--- config.mk ---
export PLATFORM = sky130hd
export DESIGN_NAME = vend_change_disp
export DESIGN_NICKNAME = d
export VERILOG_FILES = /design/src/rtl/vend_pkg.sv /design/src/rtl/vend_change_disp_select.sv /design/src/rtl/vend_change_disp.sv
export SDC_FILE = /design/constraint.sdc
export NUM_CORES = 1
export LEC_CHECK = 0
export CORE_UTILIZATION = 39
export DETAILED_ROUTE_END_ITERATION = 10
export PLACE_DENSITY = 0.64
export SYNTH_ARGS = -nofsm -noshare
export SYNTH_HDL_FRONTEND = slang
export SYNTH_SLANG_ARGS = --single-unit
--- constraint.sdc ---
create_clock -name clk -period 2.75 [get_ports clk]
set_input_delay 0.275 -clock clk [delete_from_list [all_inputs] [get_ports clk]]
set_output_delay 0.275 -clock clk [all_outputs]
set_load 0.005 [all_outputs]
--- src/rtl/vend_pkg.sv ---
// Shared types and coin values for the vending change dispenser.
package vend_pkg;

  typedef enum logic [1:0] {COIN_NONE, COIN_N, COIN_D, COIN_Q} coin_t;
  typedef enum logic [1:0] {IDLE, DISP, WAIT, FIN} disp_state_t;

  localparam int NICKEL_VAL  = 1;
  localparam int DIME_VAL    = 2;
  localparam int QUARTER_VAL = 5;

endpackage

--- src/rtl/vend_change_disp_select.sv ---
// Greedy coin picker: largest coin that fits the remainder and is in stock.
module change_select
  import vend_pkg::*;
#(
  parameter int AMT_W = 5,
  parameter int CNT_W = 4
) (
  input  logic [AMT_W-1:0] i_rem,
  input  logic [CNT_W-1:0] i_q_cnt,
  input  logic [CNT_W-1:0] i_d_cnt,
  input  logic [CNT_W-1:0] i_n_cnt,
  output coin_t            o_choice,
  output logic [AMT_W-1:0] o_val
);

  localparam logic [AMT_W-1:0] LP_Q = AMT_W'(QUARTER_VAL);
  localparam logic [AMT_W-1:0] LP_D = AMT_W'(DIME_VAL);
  localparam logic [AMT_W-1:0] LP_N = AMT_W'(NICKEL_VAL);

  always_comb begin
    o_choice = COIN_NONE;
    o_val    = '0;
    if (i_rem >= LP_Q && i_q_cnt != '0) begin
      o_choice = COIN_Q;
      o_val    = LP_Q;
    end else if (i_rem >= LP_D && i_d_cnt != '0) begin
      o_choice = COIN_D;
      o_val    = LP_D;
    end else if (i_rem >= LP_N && i_n_cnt != '0) begin
      o_choice = COIN_N;
      o_val    = LP_N;
    end
  end

endmodule

--- src/rtl/vend_change_disp.sv ---
// Change dispenser: pays out an amount in nickels as spaced N/D/Q pulses,
// limited by per-coin stock, and reports completion with any shortfall.
module vend_change_disp
  import vend_pkg::*;
#(
  parameter int AMT_W      = 5,
  parameter int CNT_W      = 4,
  parameter int STOCK_INIT = 8,
  parameter int GAP        = 1
) (
  input  logic             clk,
  input  logic             reset,
  input  logic             start,
  input  logic [AMT_W-1:0] amt,
  input  logic             restock,
  output logic             ready,
  output logic             N,
  output logic             D,
  output logic             Q,
  output logic             done,
  output logic             short,
  output logic [AMT_W-1:0] rem_out,
  output logic [CNT_W-1:0] n_cnt,
  output logic [CNT_W-1:0] d_cnt,
  output logic [CNT_W-1:0] q_cnt
);

  localparam int GW = (GAP > 1) ? $clog2(GAP) : 1;
  localparam logic [CNT_W-1:0] LP_STOCK = CNT_W'(STOCK_INIT);
  localparam logic [GW-1:0]    LP_GAP   = GW'(GAP - 1);

  disp_state_t      r_state, w_state_nxt;
  logic [AMT_W-1:0] r_rem, w_rem_nxt;
  logic [CNT_W-1:0] r_n_cnt, r_d_cnt, r_q_cnt;
  logic [GW-1:0]    r_gap;
  logic             r_n, r_d, r_q, r_done, r_short;
  logic [AMT_W-1:0] r_rem_out;
  coin_t            w_choice;
  logic [AMT_W-1:0] w_val;
  logic             w_coin;
  logic             w_restock;

  change_select #(
    .AMT_W(AMT_W),
    .CNT_W(CNT_W)
  ) u_select (
    .i_rem   (r_rem),
    .i_q_cnt (r_q_cnt),
    .i_d_cnt (r_d_cnt),
    .i_n_cnt (r_n_cnt),
    .o_choice(w_choice),
    .o_val   (w_val)
  );

  assign w_coin    = (r_state == DISP) && (w_choice != COIN_NONE);
  assign w_restock = (r_state == IDLE) && restock;

  always_comb begin
    w_state_nxt = r_state;
    w_rem_nxt   = r_rem;
    case (r_state)
      IDLE: begin
        if (start) begin
          w_state_nxt = (amt != '0) ? DISP : FIN;
          w_rem_nxt   = amt;
        end
      end
      DISP: begin
        if (w_coin) begin
          w_state_nxt = WAIT;
          w_rem_nxt   = r_rem - w_val;
        end else begin
          w_state_nxt = FIN;
        end
      end
      WAIT: begin
        if (r_gap == '0) w_state_nxt = (r_rem == '0) ? FIN : DISP;
      end
      FIN:     w_state_nxt = IDLE;
      default: w_state_nxt = IDLE;
    endcase
  end

  always_ff @(posedge clk or negedge reset) begin
    if (!reset) begin
      r_state <= IDLE;
      r_rem   <= '0;
      r_gap   <= '0;
    end else begin
      r_state <= w_state_nxt;
      r_rem   <= w_rem_nxt;
      if (r_state == DISP)     r_gap <= LP_GAP;
      else if (r_gap != '0)    r_gap <= r_gap - GW'(1);
    end
  end

  // Restock wins over nothing else: a coin can only be taken in DISP, never in IDLE.
  always_ff @(posedge clk or negedge reset) begin
    if (!reset) begin
      r_n_cnt <= LP_STOCK;
      r_d_cnt <= LP_STOCK;
      r_q_cnt <= LP_STOCK;
    end else if (w_restock) begin
      r_n_cnt <= LP_STOCK;
      r_d_cnt <= LP_STOCK;
      r_q_cnt <= LP_STOCK;
    end else if (w_coin) begin
      case (w_choice)
        COIN_Q:  r_q_cnt <= r_q_cnt - CNT_W'(1);
        COIN_D:  r_d_cnt <= r_d_cnt - CNT_W'(1);
        COIN_N:  r_n_cnt <= r_n_cnt - CNT_W'(1);
        default: ;
      endcase
    end
  end

  always_ff @(posedge clk or negedge reset) begin
    if (!reset) begin
      r_n       <= 1'b0;
      r_d       <= 1'b0;
      r_q       <= 1'b0;
      r_done    <= 1'b0;
      r_short   <= 1'b0;
      r_rem_out <= '0;
    end else begin
      r_n    <= w_coin && (w_choice == COIN_N);
      r_d    <= w_coin && (w_choice == COIN_D);
      r_q    <= w_coin && (w_choice == COIN_Q);
      r_done <= (w_state_nxt == FIN);
      // Result is latched on entry to FIN and held until the next job ends.
      if (w_state_nxt == FIN) begin
        r_short   <= (w_rem_nxt != '0);
        r_rem_out <= w_rem_nxt;
      end
    end
  end

  assign ready   = (r_state == IDLE);
  assign N       = r_n;
  assign D       = r_d;
  assign Q       = r_q;
  assign done    = r_done;
  assign short   = r_short;
  assign rem_out = r_rem_out;
  assign n_cnt   = r_n_cnt;
  assign d_cnt   = r_d_cnt;
  assign q_cnt   = r_q_cnt;

endmodule

==> flow_metrics.env, run 1 <==
export IMPL_status="finished, violations left"
export IMPL_violations="negative setup slack"
export IMPL_max_freq_mhz=358.3
export IMPL_synthMuxAreaShare_pct=4.922
export IMPL_hold_viol=0
export IMPL_fin_crit_ns=2.791
export IMPL_synth_compound_area_share_pct=16.70
export IMPL_clk_latency_ns=0.28
export IMPL_htree_levels=2
export IMPL_num_nets_final=241
export IMPL_cts_tree="yes"
export IMPL_antenna_found_initial=0
export IMPL_n_fill_cell=346
export IMPL_chipWidth_um=67.59
export IMPL_yosys_area_share_simple_pct=20.51
export IMPL_die_y_um=67.59
export IMPL_fin_crit_sh_pct=101.5
export IMPL_min_path_type="primary input to asynchronous set/reset pin"
export IMPL_p_total_mw=2.982
export IMPL_setup_viol=1
export IMPL_multiInputGateArea_um2=898.4
export IMPL_clk_pin_slew_ns=0.07
export IMPL_fin_hold_ws_ns=0.3733
export IMPL_area_delta_synth_final_pct=39.37
export IMPL_drive_gt1_share_pct=25.22
export IMPL_synth_area_leader_cell="dfrtp_1"
export IMPL_grt_max_degree=30
export IMPL_ys_warn_count=0
export IMPL_setup_tns_final_ns=-0.04106
export IMPL_core_rowCount=23
export IMPL_worstMarginPinSlew_ns=0.6338
export IMPL_place_ws_ns=-0.1223
export IMPL_die_area_um2=4568
export IMPL_reg2reg_from="r_rem[2]$_DFF_PN0_"
export IMPL_drc=0
export IMPL_synth_cells=168
export IMPL_diodes=0
export IMPL_cts_buffers=5
export IMPL_ios=32
export IMPL_port_buffers=31
export IMPL_yosysTopAreaCellShare_pct=38.78
export IMPL_final_max_slew_viol_count=0
export IMPL_synthAdderAreaFrac_pct=5.667
export IMPL_core_area_um2=4058
export IMPL_synth_xor_area_share_pct=3.654
export IMPL_cp_end_kind="flip-flop"
export IMPL_synth_ff_type="dfrtp_1"
export IMPL_syn_area_um2=1678
export IMPL_grt_pass1_vias=1482
export IMPL_dr_pass1_iters=4
export IMPL_ant_nets=0
export IMPL_async_flop_share_pct=100.0
export IMPL_crit_path_start="r_rem[2]$_DFF_PN0_"
export IMPL_initial_core_util_pct=41.35
export IMPL_grt_overflow_total=0
export IMPL_fin_worst_skew_ns=0.005122
export IMPL_detailed_place_hpwl_um=3205
export IMPL_clkSinkCount=29
export IMPL_grt_pass1_wl_um=7065
export IMPL_yosys_top_cells_area="dfrtp_1, dfstp_2, ha_1, mux2_4, inv_1"
export IMPL_maxCapViolations=0
export IMPL_synth_edf_count=0
export IMPL_clockRootBuffer="clkbuf_8"
export IMPL_final_core_util_pct=57.63
export IMPL_syn_avg_cell_area_um2=9.987
export IMPL_synth_fp_nets=184
export IMPL_drt_iter0_markers=71
export IMPL_num_vias=1503
export IMPL_rsz0062_at_grt="true"
export IMPL_worst_ir_drop_vdd_v=0.0005457
export IMPL_wirelength_um=4349
export IMPL_routabilityCongestion=0.8855
export IMPL_mostFrequentLayoutCell="clkdlybuf4s50_1"
export IMPL_crit_fanout=3
export IMPL_path_class="flip-flop to flip-flop"
export IMPL_synth_top_family_by_area="simple AND/OR/NAND/NOR gates"
export IMPL_relSlewSlack_pct=57.66
export IMPL_clockBufferDepth=2
export IMPL_final_cell_mix="clkdlybuf4s50_1, dfrtp_1, buf_4, inv_1, nor2_1"
export IMPL_wl_per_cell_um=15.76
export IMPL_synth_cell_types=51
export IMPL_worstPathRequired_ns=2.92
export IMPL_vias_per_cell=5.446
export IMPL_synth_seq_area_share_pct=43.48
export IMPL_crit_path_start_kind="flip-flop"
export IMPL_track_usage_pct=21.43
export IMPL_regArea_um2=729.5
export IMPL_fin_ws_ns=-0.04106
export IMPL_synth_seq_cells=29
export IMPL_arrival_ns=2.96
export IMPL_power_density_nw_per_um2=1275
export IMPL_postCtsHoldBufs=0
export IMPL_leakage_nw=1.012
-- cell usage after synthesis, drive strengths merged, types with 2 or more instances --
cell	number
a21oi	7
a22oi	5
and2	2
buf	3
clkbuf	2
dfrtp	26
dfstp	3
ha	6
inv	15
mux2	6
nand2	11
nand2b	4
nand3	5
nand4	3
nor2	10
nor2b	2
nor3	5
nor3b	3
nor4	4
o2111ai	3
o211ai	3
o21ai	8
o21bai	2
o311ai	2
o31a	2
o31ai	2
or2	2
or3b	2
or4	3
xnor2	3
xor2	4
-- cell families after synthesis --
kind of cell,after synthesis
simple gates,60
compound gates,39
flops,29
buf+inv,20
xor+xnor,7
fa+ha+maj,7
mux,6
-- path summary, 6_finish.rpt --
path	depth (start not counted)	endpoint	slack, ns
max in group asynchronous	2	q_cnt[3]$_DFFE_PN1P_	2.05
max	9	short$_DFFE_PN0P_	-0.04
min in group clk	1	short$_DFFE_PN0P_	0.50
min	2	r_state[0]$_DFF_PN0_	0.37
min reg2reg	1	short$_DFFE_PN0P_	0.50
max reg2reg	9	short$_DFFE_PN0P_	-0.04
-- sequential cells by signal, summed over array words and instances, names as in the netlist, 2 cells and up --
signal	flops
d_cnt	4
n_cnt	4
q_cnt	4
r_rem	5
r_state	2
rem_out	5
-- stage by stage --
stage,cell area (um2),cells
3_5_place_dp,2190,266
2_1_floorplan,1680,168
3_3_place_gp,2190,266
4_1_cts,2318,275
6_report,2338,276
5_1_grt,2338,276
-- final cells by class --
class	count	share of cell area, %
sequential	29	31.19
multi-input combinational	119	38.42
tap	50	2.675
clock inverter	1	0.2140
clock buffer	7	4.120
inverter	15	2.408
timing repair buffer	55	20.97
-- critical path, cell delays in order, from the launching register on --
cell,delay (ns)
dfrtp_1,0.37
or4_4,0.54
mux2_4,0.33
nand2_2,0.07
nand2_2,0.06
ha_4,0.16
fa_2,0.51
nand2b_4,0.11
o211ai_1,0.13
o32a_2,0.39
-- power breakdown --
part	leakage, nW	switching (mW)	total (mW)	internal, mW
Clock	0.0542	0.163	0.389	0.226
Combinational	0.600	0.889	1.85	0.960
Sequential	0.358	0.129	0.745	0.616
-- timing repair --
item	in CTS	in global routing
buffers inserted	1	1
resized for setup	7	2
pin swaps	7	4
setup endpoints to repair	3	5
endpoints found under the hold margin	0	0
cloned	0	0
-- metal layers --
layer  vias up  track usage [%]  share of wire [%]
met3         6            4.899                5.0
met1       732            28.98                 47
met4         0            7.979                1.4
met5         -                0                  0
met2        38            33.04                 47
li1        727                -                  -
No activity file was read; power rests on OpenSTA's default activity.
==> run 2, diff against run 1 <==
--- a/config.mk
+++ b/config.mk
@@ -7,7 +7,8 @@
 export LEC_CHECK = 0
 export CORE_UTILIZATION = 39
 export DETAILED_ROUTE_END_ITERATION = 10
-export PLACE_DENSITY = 0.64
+export DONT_BUFFER_PORTS = 1
+export PLACE_DENSITY = 0.54
 export SYNTH_ARGS = -nofsm -noshare
 export SYNTH_HDL_FRONTEND = slang
 export SYNTH_SLANG_ARGS = --single-unit
==> run 2 against run 1 <==
Net effect: the run still ends with negative setup slack left; non-clock buffer count down 27; combinational power down 7%; first-iteration DRC count up 41%; total power down 5.7%; fmax down 2.4%; largest cell class unchanged.
==> flow_metrics.env, run 2 (synthesis gave the netlist of run 1 again) <==
export IMPL_chipWidth_um=67.59
export IMPL_crit_path_start_kind="flip-flop"
export IMPL_combPwrFrac_pct=61.3
export IMPL_cp_end_kind="flip-flop"
export IMPL_htree_levels=2
export IMPL_clockBufferDepth=2
export IMPL_p_seq_share_pct=26.7
export IMPL_die_area_um2=4568
export IMPL_crit_fanout=3
export IMPL_violations="negative setup slack"
export IMPL_path_class="flip-flop to flip-flop"
export IMPL_timing_rr_end="r_rem[4]$_DFF_PN0_"
export IMPL_swShare_pct=43.01
export IMPL_ios=32
export IMPL_maxCapViolations=0
export IMPL_port_buffers=0
export IMPL_crit_path_start="r_rem[2]$_DFF_PN0_"
export IMPL_core_area_um2=4058
export IMPL_area_delta_synth_final_pct=23.71
export IMPL_clk_latency_ns=0.28
export IMPL_diodes=0
export IMPL_final_cell_mix="dfrtp_1, buf_4, inv_1, nor2_1, nand2_1"
export IMPL_num_vias=1439
export IMPL_grt_pass1_wl_um=6741
export IMPL_fin_crit_ns=2.860
export IMPL_cts_tree="yes"
export IMPL_setup_tns_final_ns=-0.2625
export IMPL_cts_buffers=5
export IMPL_place_ws_ns=-0.2414
export IMPL_detailed_place_hpwl_um=3053
export IMPL_antenna_found_initial=0
export IMPL_power_density_nw_per_um2=1354
export IMPL_wirelength_um=4195
export IMPL_dr_pass1_iters=4
export IMPL_track_usage_pct=20.56
export IMPL_status="finished, violations left"
export IMPL_grt_pass1_vias=1390
export IMPL_core_rowCount=23
export IMPL_grt_overflow_total=0
export IMPL_die_y_um=67.59
export IMPL_routabilityCongestion=0.9747
export IMPL_vias_per_cell=5.779
export IMPL_ant_nets=0
export IMPL_initial_core_util_pct=41.35
export IMPL_arrival_ns=3.02
export IMPL_worstPathRequired_ns=2.91
export IMPL_worstMarginPinSlew_ns=0.6837
export IMPL_r2r_setup_slack_ns=-0.11
export IMPL_clk_pin_slew_ns=0.07
export IMPL_drive_gt1_share_pct=30.65
export IMPL_fin_ws_ns=-0.1103
export IMPL_reg2regPathDepth=11
export IMPL_crit_end="r_rem[4]$_DFF_PN0_"
export IMPL_leakage_nw=0.9140
export IMPL_grt_max_degree=30
export IMPL_drt_iter0_markers=100
export IMPL_p_switching_mw=1.209
export IMPL_num_nets_final=214
export IMPL_drc=0
export IMPL_fin_crit_sh_pct=104.0
export IMPL_clkSinkCount=29
export IMPL_setup_viol=5
export IMPL_relSlewSlack_pct=54.32
export IMPL_reg2reg_from="r_rem[2]$_DFF_PN0_"
export IMPL_min_path_type="primary input to flip-flop"
export IMPL_wl_per_cell_um=16.85
export IMPL_final_core_util_pct=51.16
export IMPL_rsz0062_at_grt="true"
export IMPL_clkPwrFrac_pct=12.0
export IMPL_hold_viol=0
export IMPL_final_max_slew_viol_count=0
export IMPL_clockRootBuffer="clkbuf_8"
export IMPL_p_int_mw=1.602
export IMPL_worst_ir_drop_vdd_v=0.0005640
export IMPL_max_freq_mhz=349.6
export IMPL_mostFrequentLayoutCell="dfrtp_1"
export IMPL_fin_worst_skew_ns=0.007293
run 2: cell types whose count changed in the layout (fill, tap and decap cells not counted), sizes merged:
cell           change
buf                +3
clkbuf             -1
clkdlybuf4s50     -31
clkinv             +1
dlygate4sd3        +1
run 2: critical path, stage by stage, from the launching register on:
cell and delay (ns):
dfrtp_1 0.38, or4_4 0.55, mux2_4 0.23, nand2_2 0.04, nand2_1 0.06, ha_2 0.19
fa_2 0.23, nor2b_1 0.06, or4_4 0.43, nand3b_1 0.11, o311ai_1 0.10, or3b_1 0.36
run 2: power by group through the flow:
stage	clock [mW]	combinational [mW]	sequential, mW
3_5_place_dp	0	1.48	0.757
3_3_place_gp	0	1.43	0.755
5_1_grt	0.367	1.88	0.777
4_1_cts	0.343	1.57	0.753
6_report	0.337	1.72	0.752
2_1_floorplan	0	0.923	0.782
run 2: how the worst min path moves through the flow:
stage,start,end,slack [ns],cells past startpoint
floorplan,reset,D$_DFF_PN0_,-0.02,0
global placement,reset,r_state[0]$_DFF_PN0_,-0.02,0
detailed placement,reset,r_rem[4]$_DFF_PN0_,-0.02,0
CTS,start,r_state[0]$_DFF_PN0_,0.17,2
global route,start,r_state[0]$_DFF_PN0_,0.17,2
finish,start,r_state[0]$_DFF_PN0_,0.17,2
run 2: through the flow:
| stage | cell area (um2) | hold slack, ns | power, mW | std cells |
|---|---|---|---|---|
| 2_1_floorplan | 1680 | -0.02059 | 1.705 | 168 |
| 3_3_place_gp | 1887 | -0.01986 | 2.190 | 236 |
| 4_1_cts | 2029 | 0.1687 | 2.663 | 248 |
| 6_report | 2076 | 0.1736 | 2.811 | 249 |
| 3_5_place_dp | 1887 | -0.01934 | 2.234 | 236 |
| 5_1_grt | 2076 | 0.1736 | 3.028 | 249 |
run 2: final cells by class:
class / instances / area (um2)
sequential: 29 / 729.5
inverter: 15 / 56.30
fill: 372 / 1982
clock buffer: 6 / 72.57
multi-input combinational: 119 / 915.9
timing repair buffer: 28 / 229.0
clock inverter: 2 / 10.01
tap: 50 / 62.56
run 2: timing repair:
| action | 4_1_cts | 5_1_grt |
|---|---|---|
| endpoints found under the hold margin | 29 | 0 |
| resized for setup | 6 | 6 |
| setup endpoints to repair | 4 | 5 |
| buffers inserted | 2 | 3 |
| hold buffers | 2 | 0 |
| pin swaps | 6 | 2 |
run 2: routing by layer:
layer | share of wire [%] | up-vias | wire (um) | GRT usage [%]
met5 | 0 | - | 0 | 0
met4 | 1.6 | 0 | 69 | 7.447
met3 | 8.7 | 9 | 364 | 5.912
met2 | 44 | 65 | 1833 | 30.82
met1 | 46 | 693 | 1928 | 27.91
li1 | - | 672 | - | -
==> run 3, diff against run 2 <==
--- a/config.mk
+++ b/config.mk
@@ -5,6 +5,8 @@
 export SDC_FILE = /design/constraint.sdc
 export NUM_CORES = 1
 export LEC_CHECK = 0
+export CORE_ASPECT_RATIO = 0.5
+export CORE_MARGIN = 2
 export CORE_UTILIZATION = 39
 export DETAILED_ROUTE_END_ITERATION = 10
 export DONT_BUFFER_PORTS = 1
==> run 3 against run 2 <==
Net effect: the flow still finishes with violations (negative setup slack); total power down 3.7%; die area up 6.7%; sequential power up 2%; cell area down 1.4%; core utilization down 0.32 points; worst setup slack better by 0.049 ns; sequential cell count unchanged; fmax up 1.7%; critical endpoint is now short$_DFFE_PN0P_.
==> flow_metrics.env, run 3 (synthesis gave the netlist of run 1 again) <==
export IMPL_relSlewSlack_pct=54.63
export IMPL_crit_path_start_kind="flip-flop"
export IMPL_fin_crit_sh_pct=102.2
export IMPL_max_freq_mhz=355.6
export IMPL_cts_buffers=5
export IMPL_track_usage_pct=18.94
export IMPL_die_area_um2=4875
export IMPL_initial_core_util_pct=41.70
export IMPL_worstMarginPinSlew_ns=0.6791
export IMPL_reg2regPathDepth=9
export IMPL_regArea_um2=729.5
export IMPL_routabilityCongestion=0.8449
export IMPL_r2r_setup_slack_ns=-0.06
export IMPL_wirelength_um=4238
export IMPL_worst_ir_drop_vdd_v=0.0003770
export IMPL_grt_pass1_wl_um=7169
export IMPL_grt_overflow_total=0
export IMPL_num_nets_final=211
export IMPL_crit_fanout=3
export IMPL_cts_tree="yes"
export IMPL_arrival_ns=2.98
export IMPL_drc=0
export IMPL_chipWidth_um=96.76
export IMPL_reg2reg_from="r_rem[3]$_DFF_PN0_"
export IMPL_ant_nets=0
export IMPL_dr_pass1_iters=4
export IMPL_place_ws_ns=-0.1660
export IMPL_violations="negative setup slack"
export IMPL_grt_pass1_vias=1436
export IMPL_num_vias=1397
export IMPL_cp_end_kind="flip-flop"
export IMPL_hold_viol=0
export IMPL_area_delta_synth_final_pct=21.92
export IMPL_diodes=0
export IMPL_path_class="flip-flop to flip-flop"
export IMPL_drt_iter0_markers=51
export IMPL_setup_tns_final_ns=-0.06180
export IMPL_antenna_found_initial=0
export IMPL_grt_max_degree=30
export IMPL_fin_worst_skew_ns=0.008557
export IMPL_clockRootBuffer="clkbuf_8"
export IMPL_min_path_type="primary input to flip-flop"
export IMPL_detailed_place_hpwl_um=3081
export IMPL_die_y_um=50.38
export IMPL_timing_rr_end="short$_DFFE_PN0P_"
export IMPL_clk_latency_ns=0.28
export IMPL_final_cells=250
export IMPL_dp_cells=239
export IMPL_core_area_um2=4024
export IMPL_crit_path_start="r_rem[3]$_DFF_PN0_"
export IMPL_multiInputGateArea_um2=903.4
export IMPL_p_total_mw=2.708
export IMPL_ios=32
export IMPL_crit_end="short$_DFFE_PN0P_"
export IMPL_worstPathRequired_ns=2.92
export IMPL_clk_pin_slew_ns=0.07
export IMPL_fin_crit_ns=2.812
export IMPL_leakage_nw=0.8943
export IMPL_power_density_nw_per_um2=1324
export IMPL_setup_viol=1
export IMPL_final_cell_mix="dfrtp_1, buf_4, inv_1, nor2_1, nand2_1"
export IMPL_maxCapViolations=0
export IMPL_rsz0062_at_grt="true"
export IMPL_status="finished, violations left"
export IMPL_mostFrequentLayoutCell="dfrtp_1"
export IMPL_htree_levels=2
export IMPL_fin_ws_ns=-0.06180
export IMPL_wl_per_cell_um=16.95
export IMPL_clockBufferDepth=2
export IMPL_n_fill_cell=376
export IMPL_drive_gt1_share_pct=29.59
export IMPL_final_max_slew_viol_count=0
export IMPL_clkSinkCount=29
export IMPL_vias_per_cell=5.588
export IMPL_core_rowCount=16
export IMPL_port_buffers=0
## run 3: metrics by stage
step	hold slack, ns	area [um2]	util (%)
CTS	0.1527	2041	50.72
floorplan	-0.02059	1680	-
finish	0.1555	2046	50.84
global route	0.1520	2046	50.84
global placement	-0.01999	1884	46.83
detailed placement	-0.01993	1884	46.83
## run 3: repair_timing
| action | 4_1_cts | 5_1_grt |
|---|---|---|
| setup buffers | 2 | 0 |
| hold buffers | 2 | 0 |
| hold endpoints to repair | 29 | 0 |
| setup endpoints to repair | 3 | 5 |
| gates resized for setup | 8 | 2 |
| pin swaps | 7 | 2 |
## run 3: worst max-delay path, stage by stage (launching register included)
cell and delay (ns):
dfrtp_1 0.38, or4_4 0.55, mux2_4 0.33, nand2_2 0.06, nand2_2 0.06, ha_4 0.16
fa_2 0.53, nand2b_4 0.11, o211ai_1 0.14, o32a_2 0.36
## run 3: worst min path at each step
stage | from | end | slack, ns | depth (start not counted)
final | start | r_state[0]$_DFF_PN0_ | 0.16 | 2
after global routing | start | r_state[0]$_DFF_PN0_ | 0.15 | 2
after CTS | start | r_state[0]$_DFF_PN0_ | 0.15 | 2
after detailed placement | reset | rem_out[3]$_DFFE_PN0P_ | -0.02 | 0
after global placement | reset | rem_out[3]$_DFFE_PN0P_ | -0.02 | 0
after floorplan | reset | D$_DFF_PN0_ | -0.02 | 0
## run 3: routing by layer
metal  global-route usage (%)  part of all wire, %  routed length, um
met1                    25.96                   49               2091
met2                    28.01                   42               1796
met3                    7.242                  7.3                309
met4                    5.399                 0.99                 42
met5                        0                    0                  0
## run 3: area by class of cell
| class | instances | share of cell area, % |
|---|---|---|
| Multi-Input combinational cell | 119 | 44.16 |
| Sequential cell | 29 | 35.66 |
| Timing Repair Buffer | 25 | 9.908 |
| Clock buffer | 5 | 3.364 |
| Tap cell | 54 | 3.303 |
| Inverter | 15 | 2.752 |
| Clock inverter | 3 | 0.8563 |
## run 3: power breakdown
| part | internal, mW | switching, mW |
|---|---|---|
| sequential | 0.616 | 0.152 |
| combinational | 0.746 | 0.843 |
| clock | 0.174 | 0.177 |
| total | 1.54 | 1.17 |
